### src/rtl/pc_gen_pkg.sv
// rtl/pc_gen_pkg.sv - shared state type, increments and target alignment check for the fetch PC generator
package pc_gen_pkg;

  typedef enum logic [1:0] {BOOT, RUN, HALT} pcg_state_t;

  localparam int INC_STD = 4;
  localparam int INC_C   = 2;

  // Targets need 4-byte alignment without compressed support, 2-byte with it.
  function automatic logic target_aligned(input logic [1:0] low, input logic c_ext);
    return !low[0] && (c_ext || !low[1]);
  endfunction

endpackage

### src/rtl/pc_gen_unit_incr.sv
// rtl/pc_gen_unit_incr.sv - sequential PC adder, +2 for compressed instructions when enabled, else +4
module pc_incr
  import pc_gen_pkg::*;
#(
  parameter int XLEN  = 32,
  parameter bit C_EXT = 1'b0
) (
  input  logic [XLEN-1:0] pc,
  input  logic            is_compressed,
  output logic [XLEN-1:0] sum
);

  logic [XLEN-1:0] inc;

  always_comb begin
    inc = (C_EXT && is_compressed) ? XLEN'(INC_C) : XLEN'(INC_STD);
  end

  // Modulo 2^XLEN: carry out of the top bit is intentionally dropped.
  assign sum = pc + inc;

endmodule

### src/rtl/pc_gen_unit.sv
// rtl/pc_gen_unit.sv - fetch PC generator with trap/branch redirect, back-pressure, halt and IF/ID register
module pc_gen_unit
  import pc_gen_pkg::*;
#(
  parameter int              XLEN         = 32,
  parameter logic [XLEN-1:0] RESET_VECTOR = '0,
  parameter bit              C_EXT        = 1'b0
) (
  input  logic            clk,
  input  logic            rst,
  input  logic            fetch_ready,
  input  logic            is_compressed,
  input  logic            br_taken,
  input  logic [XLEN-1:0] br_target,
  input  logic            trap_req,
  input  logic [XLEN-1:0] trap_vector,
  input  logic            halt_req,
  input  logic            resume,
  output logic [XLEN-1:0] pc_f,
  output logic            fetch_valid,
  output logic [XLEN-1:0] pc_d,
  output logic [XLEN-1:0] link_d,
  output logic            valid_d,
  output logic            misalign_err,
  output logic [XLEN-1:0] misalign_addr
);

  pcg_state_t      state, state_nxt;
  logic [XLEN-1:0] pc_inc, pc_nxt, pc_d_nxt, link_nxt, mis_addr_nxt, trap_pc;
  logic            valid_nxt, mis_err_nxt;
  logic            accept, trap_hit, br_hit;

  pc_incr #(.XLEN(XLEN), .C_EXT(C_EXT)) u_incr (
    .pc            (pc_f),
    .is_compressed (is_compressed),
    .sum           (pc_inc)
  );

  assign fetch_valid = (state == RUN);
  assign accept      = fetch_valid && fetch_ready;
  assign trap_hit    = trap_req && (state != BOOT);
  assign br_hit      = br_taken && (state == RUN);
  assign trap_pc     = trap_vector & ~{{(XLEN-2){1'b0}}, 2'b11};

  always_comb begin
    state_nxt = state;
    unique case (state)
      BOOT:    state_nxt = RUN;
      RUN:     if (halt_req) state_nxt = HALT;
      HALT:    if (resume || trap_req) state_nxt = RUN;
      default: state_nxt = BOOT;
    endcase
  end

  // Redirects win over stalls; any redirect or misalign event flushes IF/ID.
  always_comb begin
    pc_nxt       = pc_f;
    pc_d_nxt     = pc_d;
    link_nxt     = link_d;
    valid_nxt    = 1'b0;
    mis_err_nxt  = 1'b0;
    mis_addr_nxt = misalign_addr;
    if (trap_hit) begin
      pc_nxt = trap_pc;
    end else if (br_hit && target_aligned(br_target[1:0], C_EXT)) begin
      pc_nxt = br_target;
    end else if (br_hit) begin
      mis_err_nxt  = 1'b1;
      mis_addr_nxt = br_target;
    end else if (accept) begin
      pc_nxt    = pc_inc;
      pc_d_nxt  = pc_f;
      link_nxt  = pc_inc;
      valid_nxt = 1'b1;
    end
  end

  always_ff @(posedge clk or negedge rst) begin
    if (!rst) state <= BOOT;
    else      state <= state_nxt;
  end

  always_ff @(posedge clk or negedge rst) begin
    if (!rst) begin
      pc_f          <= RESET_VECTOR;
      pc_d          <= '0;
      link_d        <= '0;
      valid_d       <= 1'b0;
      misalign_err  <= 1'b0;
      misalign_addr <= '0;
    end else begin
      pc_f          <= pc_nxt;
      pc_d          <= pc_d_nxt;
      link_d        <= link_nxt;
      valid_d       <= valid_nxt;
      misalign_err  <= mis_err_nxt;
      misalign_addr <= mis_addr_nxt;
    end
  end

endmodule

### config.mk
export PLATFORM = sky130hd
export DESIGN_NAME = pc_gen_unit
export DESIGN_NICKNAME = d
export VERILOG_FILES = /design/src/rtl/pc_gen_pkg.sv /design/src/rtl/pc_gen_unit_incr.sv /design/src/rtl/pc_gen_unit.sv
export SDC_FILE = /design/constraint.sdc
export NUM_CORES = 1
export LEC_CHECK = 0
export ABC_CLOCK_PERIOD_IN_PS = 5500
export CAP_MARGIN = 20
export CORE_ASPECT_RATIO = 1.4
export CORE_MARGIN = 2
export CORE_UTILIZATION = 35
export CTS_CLUSTER_DIAMETER = 30
export DETAILED_ROUTE_END_ITERATION = 10
export PLACE_DENSITY = 0.61
export SETUP_SLACK_MARGIN = 0.4
export SLEW_MARGIN = 10
export SYNTH_ARGS = -nofsm -noshare
export SYNTH_HDL_FRONTEND = slang
export SYNTH_SLANG_ARGS = --single-unit
### constraint.sdc
create_clock -name clk -period 5.5 [get_ports clk]
set_input_delay 0.825 -clock clk [delete_from_list [all_inputs] [get_ports clk]]
set_output_delay 0.825 -clock clk [all_outputs]
set_load 0.005 [all_outputs]
---- After elaboration in Yosys (flattened, before gate mapping) ----
Index checks and enable logic that the tools add are counted.
storage, ports and cells
  register bits ........................... 132
  bits in read-only memories .............. 0
  input bits .............................. 72
  word-level logic and storage cells ...... 45
  bits in writable memories ............... 0
  latch bits .............................. 0
  memories ................................ 0
  output and inout port bits .............. 131
cells by class
  bitwise logic cells ..................... 3
  equality and inequality tests ........... 5
  reductions and logical operators ........ 15
  magnitude comparators ................... 0
  shift operators ......................... 0
  multipliers ............................. 0
  add/subtract/negate cells ............... 1
  div/mod/pow operators ................... 0
  muxes and demuxes ....................... 14
operators with widths
  kind                                                   count
  two-way mux 32 bit                                     4
  adder 32 x 3 -> 32 bit, second input constant          1
  two-way mux 1 bit                                      7
  one-hot mux 2 bit (3 select lines)                     1
  logical AND 1 bit                                      5
  two-way mux 2 bit                                      2
  inequality test 2 bit, second input constant           2
  AND reduction 2 bit                                    2
  AND reduction 4 bit                                    1
  inequality test 3 x 2 -> 1 bit, second input constant  1
  NOT 1 bit                                              3
  AND reduction 3 bit                                    1
  nonzero test 3 bit                                     1
  equality test 2 x 1 -> 1 bit, second input constant    1
  equality test 2 bit, second input constant             1
  logical NOT 1 bit                                      2
  logical NOT 2 bit                                      1
  nonzero test 2 bit                                     1
  logical OR 1 bit                                       1

---- Logic depth before layout (Yosys ltp) ----
Gate-level depths: netlist of the first run.
  word-level depth ........................ 6
  mapped depth ............................ 8

---- Hierarchy ----
A second synthesis of the first run with hierarchy kept.
unflattened totals
  cells, all modules ...................... 424
  area total of the unflattened synthesis .. 5974.5 µm²
modules (own cells, without submodules)
  module       area each (µm²)  cells an instance  sequential area each (µm²)  instances
  pc_gen_unit  5393.9           341                3303.2                      1
  pc_incr      580.6            83                 0.0                         1

---- Least setup slack after synthesis of the first run ----
Ideal clock, no wire load.
  kind .................................... input to register
  start ................................... input port br_target[0]
  end ..................................... register pc_f[15]
  data arrival time ....................... 2.167 ns
  setup time .............................. 0.118 ns
  setup slack ............................. 3.215 ns
  stages .................................. 6
  cell sequence ........................... or3b_4 a32o_1 buf_6 a222oi_1 o21ai_1 a21o_1
between the ends
  longest elaborated chain between the ends .. 5
  elaborated cells on any way between the ends .. 8
ends and longest elaborated chain
  what                                                                               line               RTL
  start, declared                                                                    pc_gen_unit.sv:14  input logic [XLEN-1:0] br_target,
  logical NOT 1 bit *                                                                pc_gen_pkg.sv:11   return !low[0] && (c_ext || !low[1]);
  logical AND 1 bit *                                                                pc_gen_pkg.sv:11
  logical AND 1 bit *                                                                pc_gen_unit.sv:65  end else if (br_hit && target_aligned(br_target[1:0], C_EXT)) begin
  inequality test 3 x 2 -> 1 bit (no source line) (tied with other cells)            --
  AND reduction 2 bit (no source line) / two-way mux 32 bit (equally long branches)  --
  end signal, assigned                                                               pc_gen_unit.sv:92  pc_f <= pc_nxt;
  end, declared                                                                      pc_gen_unit.sv:19  output logic [XLEN-1:0] pc_f,
Mark *: on every way between the ends. The rest lies on a longest branch, timed or not.
A chain may end at the register's enable or synchronous reset.

---- Final worst setup path of the first run ----
  start ................................... input port trap_req
  end ..................................... register pc_f[15]
between the ends
  longest elaborated chain between the ends .. 3
  elaborated cells on any way between the ends .. 5
ends and longest elaborated chain
  what                                                                                          line               RTL
  start, declared                                                                               pc_gen_unit.sv:15  input logic trap_req,
  logical AND 1 bit *                                                                           pc_gen_unit.sv:41  assign trap_hit = trap_req && (state != BOOT);
  inequality test 3 x 2 -> 1 bit (no source line) / nonzero test 3 bit (equally long branches)  --
  AND reduction 2 bit (no source line)                                                          --
Marked as above.

==> results.yml, run 1 <==
power:
  ir_worst_vdd_mv: 0.198
  p_leak_uw: 0.00371
  p_per_area_nw_per_um2: 536
detailed_routing:
  drtPass1Iterations: 5
  wl_per_cell_um: 19.0
  vias: 5388
  drt-total-wl_um: 19900
  vias_per_cell: 5.14
  drt_iter0_drc: 291
  postRouteAntennaNets: 0
  drc_errors: 0
synthesis:
  ys_types: 59
  synth.avg_cell_area_um2: 9.81
  synth-edff-count: 0
  synth_ff_type: "dfrtp_1"
  synthArstFlopShare_pct: 100
  ys_seq_area_share_pct: 53.5
  synthesis.nets: 693
  syn_area_um2: 6080
  yosys_register_bits: 130
  syn_inst: 620
  yosys_warnings: 0
floorplanning:
  fp.coreArea_um2: 17200
  die_y_um: 160
  die_w_um: 115
  ios: 203
  initial_core_util_pct: 35.4
  die_area_um2: 18500
  rows: 57
layout:
  multi_input_area_um2: 2600
  final_util_pct: 50.9
  area_growth_pct: 43.9
  layout.nets: 873
  n_antenna_cell: 0
  fill_cells: 1581
  register_area_um2: 3250
  drive_gt1_share_pct: 9.85
clock_network:
  cts_buffers: 17
  root_buffer: "clkbuf_16"
  cts_max_level: 4
  cts_tree: "built"
  cts_buffer_depth: 2
  cts.sinks: 130
  cts_hold_buf: 0
  clk_pin_slew_worst_paths_ns: 0.05
  ctsResizeCount: 0
  post_cts_buffers: 0
  worstSkewPairLatency_ns: 0.42
timing:
  fin_crit_ns: 3.52
  worst_slack_ns: 1.98
  setup_viol: 0
  rsz0062_at_grt: "false"
  tightest_slew_ns: 1.10
  slew_headroom_pct: 26.5
  fin_crit_sh_pct: 64.0
  slew_violations: 0
  tns_ns: 0
  hold_violations: 0
  fmax_ghz: 0.284
  clock_skew_ns: 0.00790
global_routing:
  grt_pass1_vias: 5577
  antenna_found_initial: 1
  grt_pass1_wl_um: 31000
  grt_overflow_total: 0
  grt_start_max_net_pins: 105
  grt.total_usage_pct: 22.1
status:
  outcome: "complete, no violations"
setup_path:
  critical_path_class: "in2reg"
  worstPathArrival_ns: 3.88
  worstPathRequired_ns: 5.86
  worst-r2r-setup-slack_ns: 2.42
  crit_start: "trap_req"
  rr_startpoint: "state[1]$_DFFE_PN0P_"
  cp_max_fo: 104
  worstSetupStartpointType: "primary input"
  end_kind: "flip-flop"
place:
  dp_hpwl_um: 14100
  port-buffer-count: 199
  dpl_worst_slack_ns: 1.55
  gp_congestion: 0.835
worst_hold_path:
  min_path_type: "in2async"
job:
  maxCapViolCount: 0
## kinds of logic after synthesis
kind of cell | after synthesis | share of synthesized area [%]
simple gates | 250 | 18.7
flops | 130 | 53.5
compound gates | 123 | 13.1
buf+inv | 53 | 4.05
mux | 34 | 6.23
xor+xnor | 29 | 4.18
fa+ha+maj | 1 | 0.206
## state kept, by name (all words and copies together) (netlist names)
| register | cells |
|---|---|
| state | 2 |
| misalign_err | 1 |
| valid_d | 1 |
| link_d | 30 |
| pc_d | 32 |
| misalign_addr | 32 |
| pc_f | 32 |
## synth_stat cells, types with 4 or more instances
cell	n	share of area (%)
nand2_1	146	9.0
dfrtp_1	130	53
o21ai_0	45	3.7
mux2_2	31	5.7
nor2_1	30	1.9
clkbuf_1	22	1.4
xnor2_1	19	2.7
nand3_1	18	1.5
a21oi_1	14	1.2
buf_2	13	1.1
nand4_1	13	1.3
xor2_1	10	1.4
nor3_1	9	0.74
o22ai_1	9	0.93
inv_1	8	0.49
and3_1	7	0.72
a22oi_1	6	0.74
nor4_1	6	0.62
o21ai_1	6	0.49
a21o_1	5	0.62
buf_4	5	0.62
and4_1	4	0.58
clkbuf_2	4	0.33
o2bb2ai_1	4	0.58
## final cells by class
class                           count  share of cell area (%)
Clock buffer                       21                    5.38
Clock inverter                     10                   0.701
Inverter                            8                   0.343
Multi-Input combinational cell    437                    29.7
Sequential cell                   130                    37.2
Tap cell                          236                    3.37
Timing Repair Buffer              206                    23.4
## metrics by stage
stage / power, uW / area (um^2) / instances / hold WS [ns]
after detailed placement: 3700 / 8220 / 1017 / 0.461
after global routing: 5000 / 8750 / 1048 / 0.467
after global placement: 3650 / 8220 / 1017 / 0.460
after floorplan: 2470 / 6080 / 620 / 0.454
after CTS: 4740 / 8750 / 1048 / 0.447
final: 4690 / 8750 / 1048 / 0.412
## layer usage
metal | routed length, um | global-route usage [%]
met1 | 7790 | 26.0
met2 | 10200 | 37.2
met3 | 1180 | 5.16
met5 | 13 | 0
met4 | 646 | 10.9
## path summary, 6_finish.rpt
check | endpoint | cells past startpoint
max | pc_f[15]$_DFFE_PN0P_ | 9
min | misalign_addr[0]$_DFFE_PN0P_ | 1
max reg2reg | pc_f[15]$_DFFE_PN0P_ | 8
min reg2reg | pc_d[8]$_DFFE_PN0P_ | 2
max in group asynchronous | pc_d[15]$_DFFE_PN0P_ | 2
min in group clk | pc_d[8]$_DFFE_PN0P_ | 2
## power by group
| group | switching [uW] | internal, uW |
|---|---|---|
| Clock | 418 | 603 |
| Sequential | 416 | 1390 |
| Combinational | 729 | 1140 |
| Total | 1560 | 3130 |
## critical path, cell delays in order
cell and delay (ns):
clkdlybuf4s50_1 0.51, nor3b_1 0.71, nand2_4 0.04, buf_4 0.45, inv_1 0.57, buf_4 0.39
nand2_1 0.11, o21ai_1 0.14, a21o_1 0.09
## cells in the final DEF, fill, tap and decap left out, types with 8 or more instances in the layout
| cell | Yosys | final |
|---|---|---|
| nor3_1 | 9 | 9 |
| nand3_1 | 18 | 18 |
| clkdlybuf4s50_1 | 0 | 198 |
| clkbuf_16 | 0 | 17 |
| o22ai_1 | 9 | 9 |
| dfrtp_1 | 130 | 130 |
| xnor2_1 | 19 | 19 |
| mux2_2 | 31 | 31 |
| nand4_1 | 13 | 13 |
| nor2_1 | 30 | 29 |
| o21ai_0 | 45 | 44 |
| xor2_1 | 10 | 10 |
| a21oi_1 | 14 | 14 |
| nand2_1 | 146 | 145 |
| inv_1 | 8 | 8 |
Note: power is estimated with default switching activity, not from simulation.
==> inputs of run 2 (changes only) <==
--- a/config.mk
+++ b/config.mk
@@ -5,14 +5,14 @@
 export SDC_FILE = /design/constraint.sdc
 export NUM_CORES = 1
 export LEC_CHECK = 0
-export ABC_CLOCK_PERIOD_IN_PS = 5500
+export ABC_CLOCK_PERIOD_IN_PS = 3100
 export CAP_MARGIN = 20
 export CORE_ASPECT_RATIO = 1.4
 export CORE_MARGIN = 2
 export CORE_UTILIZATION = 35
 export CTS_CLUSTER_DIAMETER = 30
 export DETAILED_ROUTE_END_ITERATION = 10
-export PLACE_DENSITY = 0.61
+export PLACE_DENSITY = 0.63
 export SETUP_SLACK_MARGIN = 0.4
 export SLEW_MARGIN = 10
 export SYNTH_ARGS = -nofsm -noshare
==> constraint.sdc (replaced) <==
create_clock -name clk -period 3.1 [get_ports clk]
set_input_delay 0.465 -clock clk [delete_from_list [all_inputs] [get_ports clk]]
set_output_delay 0.465 -clock clk [all_outputs]
set_load 0.005 [all_outputs]
==> run 2 against run 1 <==
  * Clock skew decreased by 0.0029 ns
  * Register-to-register slack got worse by 1.7 ns
  * Sequential share of layout area shrank 0.62 points
  * Hold slack worse by 0.30 ns
  * Clock power rose by 110%
  * Combinational power up 78%
  * Non-clock buffer count is 6 higher
  * Wire length down 0.55%
  * Critical path depth is 3 lower
  * Utilization is 0.87 points higher
  * Critical endpoint is now pc_f[26]$_DFFE_PN0P_
==> results.yml, run 2 (synthesized netlist as in run 1, its figures left out) <==
clock_network:
  ctsResizeCount: 0
  root_buffer: "clkbuf_16"
  cts_hold_buf: 0
  cts.sinks: 130
  post_cts_buffers: 0
  cts_buffer_depth: 2
  cts_max_level: 4
  worstSkewPairLatency_ns: 0.42
  cts_tree: "built"
  clk_pin_slew_worst_paths_ns: 0.05
  cts_buffers: 17
global_routing:
  grt_start_max_net_pins: 108
  grt_overflow_total: 0
  grt_pass1_wl_um: 30700
  grt.total_usage_pct: 21.8
  antenna_found_initial: 0
  grt_pass1_vias: 5492
floorplanning:
  die_w_um: 115
  die_y_um: 160
  initial_core_util_pct: 35.4
  die_area_um2: 18500
  ios: 203
  rows: 57
  fp.coreArea_um2: 17200
layout:
  layout.nets: 879
  top_regs: "misalign_addr (32), pc_d (32), pc_f (32)"
  final_common_cell: "clkdlybuf4s50_1"
  fill_cells: 1585
  drive_gt1_share_pct: 10.1
  multi_input_area_um2: 2590
  area_growth_pct: 46.3
  n_antenna_cell: 0
  register_area_um2: 3250
  final_cells: 1055
  layout.cells.most_common_list: "clkdlybuf4s50_1 (198), nand2_1 (145), dfrtp_1 (130)"
  final_util_pct: 51.8
detailed_routing:
  drt_iter0_drc: 476
  vias: 5447
  drtPass1Iterations: 5
  postRouteAntennaNets: 0
  drt-total-wl_um: 19800
  drc_errors: 0
  wl_per_cell_um: 18.7
  vias_per_cell: 5.16
timing:
  worst_slack_ns: 0.751
  tightest_slew_ns: 1.03
  rsz0062_at_grt: "false"
  clock_skew_ns: 0.00498
  tns_ns: 0
  fin_crit_sh_pct: 75.8
  setup_viol: 0
  fmax_ghz: 0.426
  hold_violations: 0
  slew_violations: 0
  slew_headroom_pct: 31.1
  fin_crit_ns: 2.35
place:
  dpl_worst_slack_ns: 0.483
  dp_hpwl_um: 14400
  gp_congestion: 0.870
  dp.cells: 1023
  port-buffer-count: 199
worst_hold_path:
  min_path_type: "in2async"
setup_path:
  critical_path_class: "reg2reg"
  worstPathRequired_ns: 3.40
  r2r-end: "pc_f[26]$_DFFE_PN0P_"
  rr_startpoint: "pc_f[2]$_DFFE_PN0P_"
  end_kind: "flip-flop"
  reg2reg_depth: 6
  cp_max_fo: 8
  worst-r2r-setup-slack_ns: 0.75
  worstPathArrival_ns: 2.65
  worstSetupStartpointType: "flip-flop"
job:
  maxCapViolCount: 0
power:
  power_frac_comb_pct: 38.1
  swShare_pct: 32.4
  power_frac_seq_pct: 37.2
  p_per_area_nw_per_um2: 983
  internal_power_uw: 5920
  p_leak_uw: 0.00378
  clockPowerShare_pct: 24.7
  totalPowerFinal_uw: 8750
  switching_power_uw: 2830
  ir_worst_vdd_mv: 0.400
status:
  outcome: "complete, no violations"
run 2: cell types whose count changed in the layout (fill, tap and decap cells not counted), sizes merged:
cell / delta
buf: +6
bufinv: +5
clkinv: -3
clkinvlp: -1
run 2: through the flow:
step,instance area (um^2),hold WS [ns]
global placement,8280,0.461
global route,8900,0.231
finish,8900,0.107
floorplan,6080,0.169
detailed placement,8280,0.465
CTS,8900,0.214
run 2: worst max path at each step:
stage	end	depth (start not counted)	slack, ns	from
5_1_grt	pc_f[26]$_DFFE_PN0P_	6	0.56	pc_f[2]$_DFFE_PN0P_
4_1_cts	pc_f[26]$_DFFE_PN0P_	6	0.74	pc_f[2]$_DFFE_PN0P_
3_5_place_dp	pc_f[15]$_DFFE_PN0P_	6	0.48	br_taken
2_1_floorplan	pc_f[22]$_DFFE_PN0P_	8	1.11	pc_f[2]$_DFFE_PN0P_
3_3_place_gp	pc_f[15]$_DFFE_PN0P_	6	0.48	br_taken
6_report	pc_f[26]$_DFFE_PN0P_	6	0.75	pc_f[2]$_DFFE_PN0P_
run 2: critical path, stage by stage (launching register included):
cell and delay, ns:
dfrtp_1 0.54, ha_1 0.24, and3_1 0.37, nand4_1 0.25
nor4_1 0.53, o21ai_0 0.16, o2bb2ai_1 0.15
run 2: cell type report:
| cell class | count | share of cell area [%] |
|---|---|---|
| flip-flops and latches | 130 | 36.5 |
| multi-input cells | 437 | 29.1 |
| repair buffers | 212 | 23.6 |
| clock buffers | 21 | 4.95 |
| well taps | 236 | 3.32 |
| clock inverters | 11 | 2.08 |
| inverters | 8 | 0.337 |
run 2: layer usage:
layer / up-vias / wire length [um] / part of all wire, % / track usage (%)
li1: 2544 / - / - / -
met1: 2653 / 7810 / 40 / 26.9
met2: 202 / 9900 / 50 / 35.8
met3: 48 / 1270 / 6.4 / 4.93
met4: 0 / 788 / 4.0 / 10.5
met5: - / 0 / 0 / 0
run 2: power groups by stage:
stage          Clock [uW]  Combinational (uW)  Sequential, uW
2_1_floorplan           0                1310            3070
3_3_place_gp            0                3300            3230
3_5_place_dp            0                3350            3270
4_1_cts              2190                3370            3250
5_1_grt              2270                3620            3350
6_report             2170                3330            3250
==> inputs of run 3 (changes only) <==
--- a/config.mk
+++ b/config.mk
@@ -5,14 +5,14 @@
 export SDC_FILE = /design/constraint.sdc
 export NUM_CORES = 1
 export LEC_CHECK = 0
-export ABC_CLOCK_PERIOD_IN_PS = 3100
+export ABC_CLOCK_PERIOD_IN_PS = 2200
 export CAP_MARGIN = 20
 export CORE_ASPECT_RATIO = 1.4
 export CORE_MARGIN = 2
 export CORE_UTILIZATION = 35
 export CTS_CLUSTER_DIAMETER = 30
 export DETAILED_ROUTE_END_ITERATION = 10
-export PLACE_DENSITY = 0.63
+export PLACE_DENSITY = 0.61
 export SETUP_SLACK_MARGIN = 0.4
 export SLEW_MARGIN = 10
 export SYNTH_ARGS = -nofsm -noshare
==> constraint.sdc (replaced) <==
create_clock -name clk -period 2.2 [get_ports clk]
set_input_delay 0.33 -clock clk [delete_from_list [all_inputs] [get_ports clk]]
set_output_delay 0.33 -clock clk [all_outputs]
set_load 0.005 [all_outputs]
==> run 3 against run 2 <==
  * Flip-flop and latch count unchanged
  * Non-clock buffer count increased by 104
  * Cell count increased by 9.8%
  * Critical path depth increased by 1
  * Largest power group unchanged
  * Via count increased by 8.6%
  * Hold slack improved by 0.25 ns
  * Die area unchanged
  * First-iteration DRC count decreased by 9.7%
  * Critical path type unchanged
  * Sequential share of layout area decreased by 3.9 points
  * Clock skew increased by 0.0045 ns
  * Global-route usage increased by 1.7 points
==> results.yml, run 3 (synthesized netlist as in run 1, its figures left out) <==
timing:
  tightest_slew_ns: 0.516
  fin_crit_ns: 1.85
  slew_headroom_pct: 65.6
  setup_viol: 0
  slew_violations: 0
  hold_violations: 0
  tns_ns: 0
  clock_skew_ns: 0.00950
  worst_slack_ns: 0.346
  rsz0062_at_grt: "true"
  fin_crit_sh_pct: 84.3
  fmax_ghz: 0.539
layout:
  layout.nets: 983
  register_area_um2: 3270
  fill_cells: 1475
  area_growth_pct: 64.7
  final_common_cell: "clkdlybuf4s50_1"
  drive_gt1_share_pct: 25.4
  multi_input_area_um2: 2790
  n_antenna_cell: 0
  layout.cells.most_common_list: "clkdlybuf4s50_1 (185), nand2_1 (144), dfrtp_1 (117)"
  top_regs: "misalign_addr (32), pc_d (32), pc_f (32)"
setup_path:
  cp_max_fo: 6
  slowest_delay_ns: 0.43
  worst-r2r-setup-slack_ns: 0.35
  crit_top_cell: "and3_4"
  cp_slowest_cell: "dfrtp_2"
  worstPathRequired_ns: 2.54
  cp_top_family: "simple AND/OR/NAND/NOR gates"
  end_kind: "flip-flop"
  crit_buf_inv: 1
  critical_path_class: "reg2reg"
  worstPathArrival_ns: 2.20
  r2r-end: "pc_f[22]$_DFFE_PN0P_"
  path_cells: "ha_4 -> and3_4 -> and3_4 -> nand4_1 -> buf_4 -> mux2_4 -> nor3_2"
  worstSetupStartpointType: "flip-flop"
  reg2reg_depth: 7
  rr_startpoint: "pc_f[2]$_DFFE_PN0P_"
clock_network:
  worstSkewPairLatency_ns: 0.42
  cts_tree: "built"
  clk_pin_slew_worst_paths_ns: 0.06
  cts_buffer_depth: 2
  cts_max_level: 4
  cts.sinks: 130
  root_buffer: "clkbuf_16"
  cts_buffers: 17
power:
  ir_worst_vdd_mv: 0.626
  p_per_area_nw_per_um2: 1320
  p_leak_uw: 0.00443
worst_hold_path:
  worstHoldStart: "br_target[1]"
  whs_path_depth: 4
  min_path_type: "in2reg"
  holdPathEnd: "misalign_addr[1]$_DFFE_PN0P_"
detailed_routing:
  postRouteAntennaNets: 0
  drc_errors: 0
  vias_per_cell: 5.11
  wl_per_cell_um: 18.9
  drt_iter0_drc: 430
  drt-total-wl_um: 21900
  vias: 5913
  drtPass1Iterations: 6
floorplanning:
  die_w_um: 115
  die_y_um: 160
  fp.coreArea_um2: 17200
  initial_core_util_pct: 35.4
  die_area_um2: 18500
  ios: 203
  rows: 57
global_routing:
  grt_start_max_net_pins: 51
  antenna_found_initial: 1
  grt.total_usage_pct: 23.6
  grt_overflow_total: 0
  grt_pass1_wl_um: 33100
  grt_pass1_vias: 5970
place:
  dp_hpwl_um: 15600
  gp_congestion: 0.851
  dpl_worst_slack_ns: -0.155
  port-buffer-count: 199
status:
  outcome: "complete, no violations"
job:
  maxCapViolCount: 0
==> run 3: cell count changes in the layout (fill, tap and decap cells not counted), sizes merged <==
cell	before	now
buf	14	116
clkdlybuf4s50	198	185
dlymetal6s2s	0	10
bufinv	5	2
clkinvlp	2	5
dlygate4sd2	0	2
clkbuf	21	20
clkdlybuf4s15	0	1
dlygate4sd3	0	1
inv	8	9
==> run 3: stage by stage <==
step                      power [uW]  utilization (%)  hold slack [ns]  area, um^2  std cells
after global routing           14000             58.3            0.417       10000       1158
after floorplan                 6270                -           0.0344        6150        620
after detailed placement        9710             51.0            0.326        8770       1072
final                          13200             58.3            0.357       10000       1158
after CTS                      12800             55.8            0.445        9590       1122
after global placement          9570             51.0            0.315        8770       1072
==> run 3: layout make-up <==
type	instances	area share [%]
clock inverter	12	1.34
sequential	130	32.6
inverter	8	0.300
tap	236	2.95
timing repair buffer	316	30.4
clock buffer	19	4.52
multi-input combinational	437	27.9
==> run 3: worst max-delay path by stage <==
stage / to / cells past startpoint / slack, ns / startpoint
6_report: pc_f[22]$_DFFE_PN0P_ / 7 / 0.35 / pc_f[2]$_DFFE_PN0P_
5_1_grt: pc_f[22]$_DFFE_PN0P_ / 7 / 0.30 / pc_f[2]$_DFFE_PN0P_
3_3_place_gp: pc_f[15]$_DFFE_PN0P_ / 6 / -0.12 / br_taken
4_1_cts: fetch_valid / 3 / 0.32 / state[1]$_DFFE_PN0P_
2_1_floorplan: pc_f[22]$_DFFE_PN0P_ / 8 / 0.37 / pc_f[2]$_DFFE_PN0P_
3_5_place_dp: pc_f[7]$_DFFE_PN0P_ / 7 / -0.16 / br_taken
==> run 3: routing by layer <==
| metal | global-route usage, % | wire length, um | vias up |
|---|---|---|---|
| met1 | 28.1 | 8540 | 2928 |
| met3 | 5.16 | 1120 | 37 |
| li1 | - | - | 2736 |
| met2 | 40.7 | 11600 | 210 |
| met5 | 0 | 16 | - |
| met4 | 9.26 | 626 | 2 |
==> run 3: tightest hold or removal path, stage by stage <==
cell	delay, ns
dlymetal6s2s_1	0.10
buf_4	0.14
nand3_1	0.09
nand2_1	0.07
==> run 3: power breakdown <==
group / switching (uW) / total (uW) / leakage, uW / internal, uW
clock network: 1090 / 2820 / 0.000273 / 1720
registers: 809 / 4310 / 0.00158 / 3500
logic: 2430 / 6100 / 0.00258 / 3670
total: 4340 / 13200 / 0.00443 / 8890
==> run 3: repair_timing <==
action,in CTS,in global routing
endpoints found under the setup margin,73,65
resized for setup,34,40
buffers inserted,18,35
pin swaps,5,15
hold endpoints to repair,48,0
hold buffers,1,0
cloned,0,1
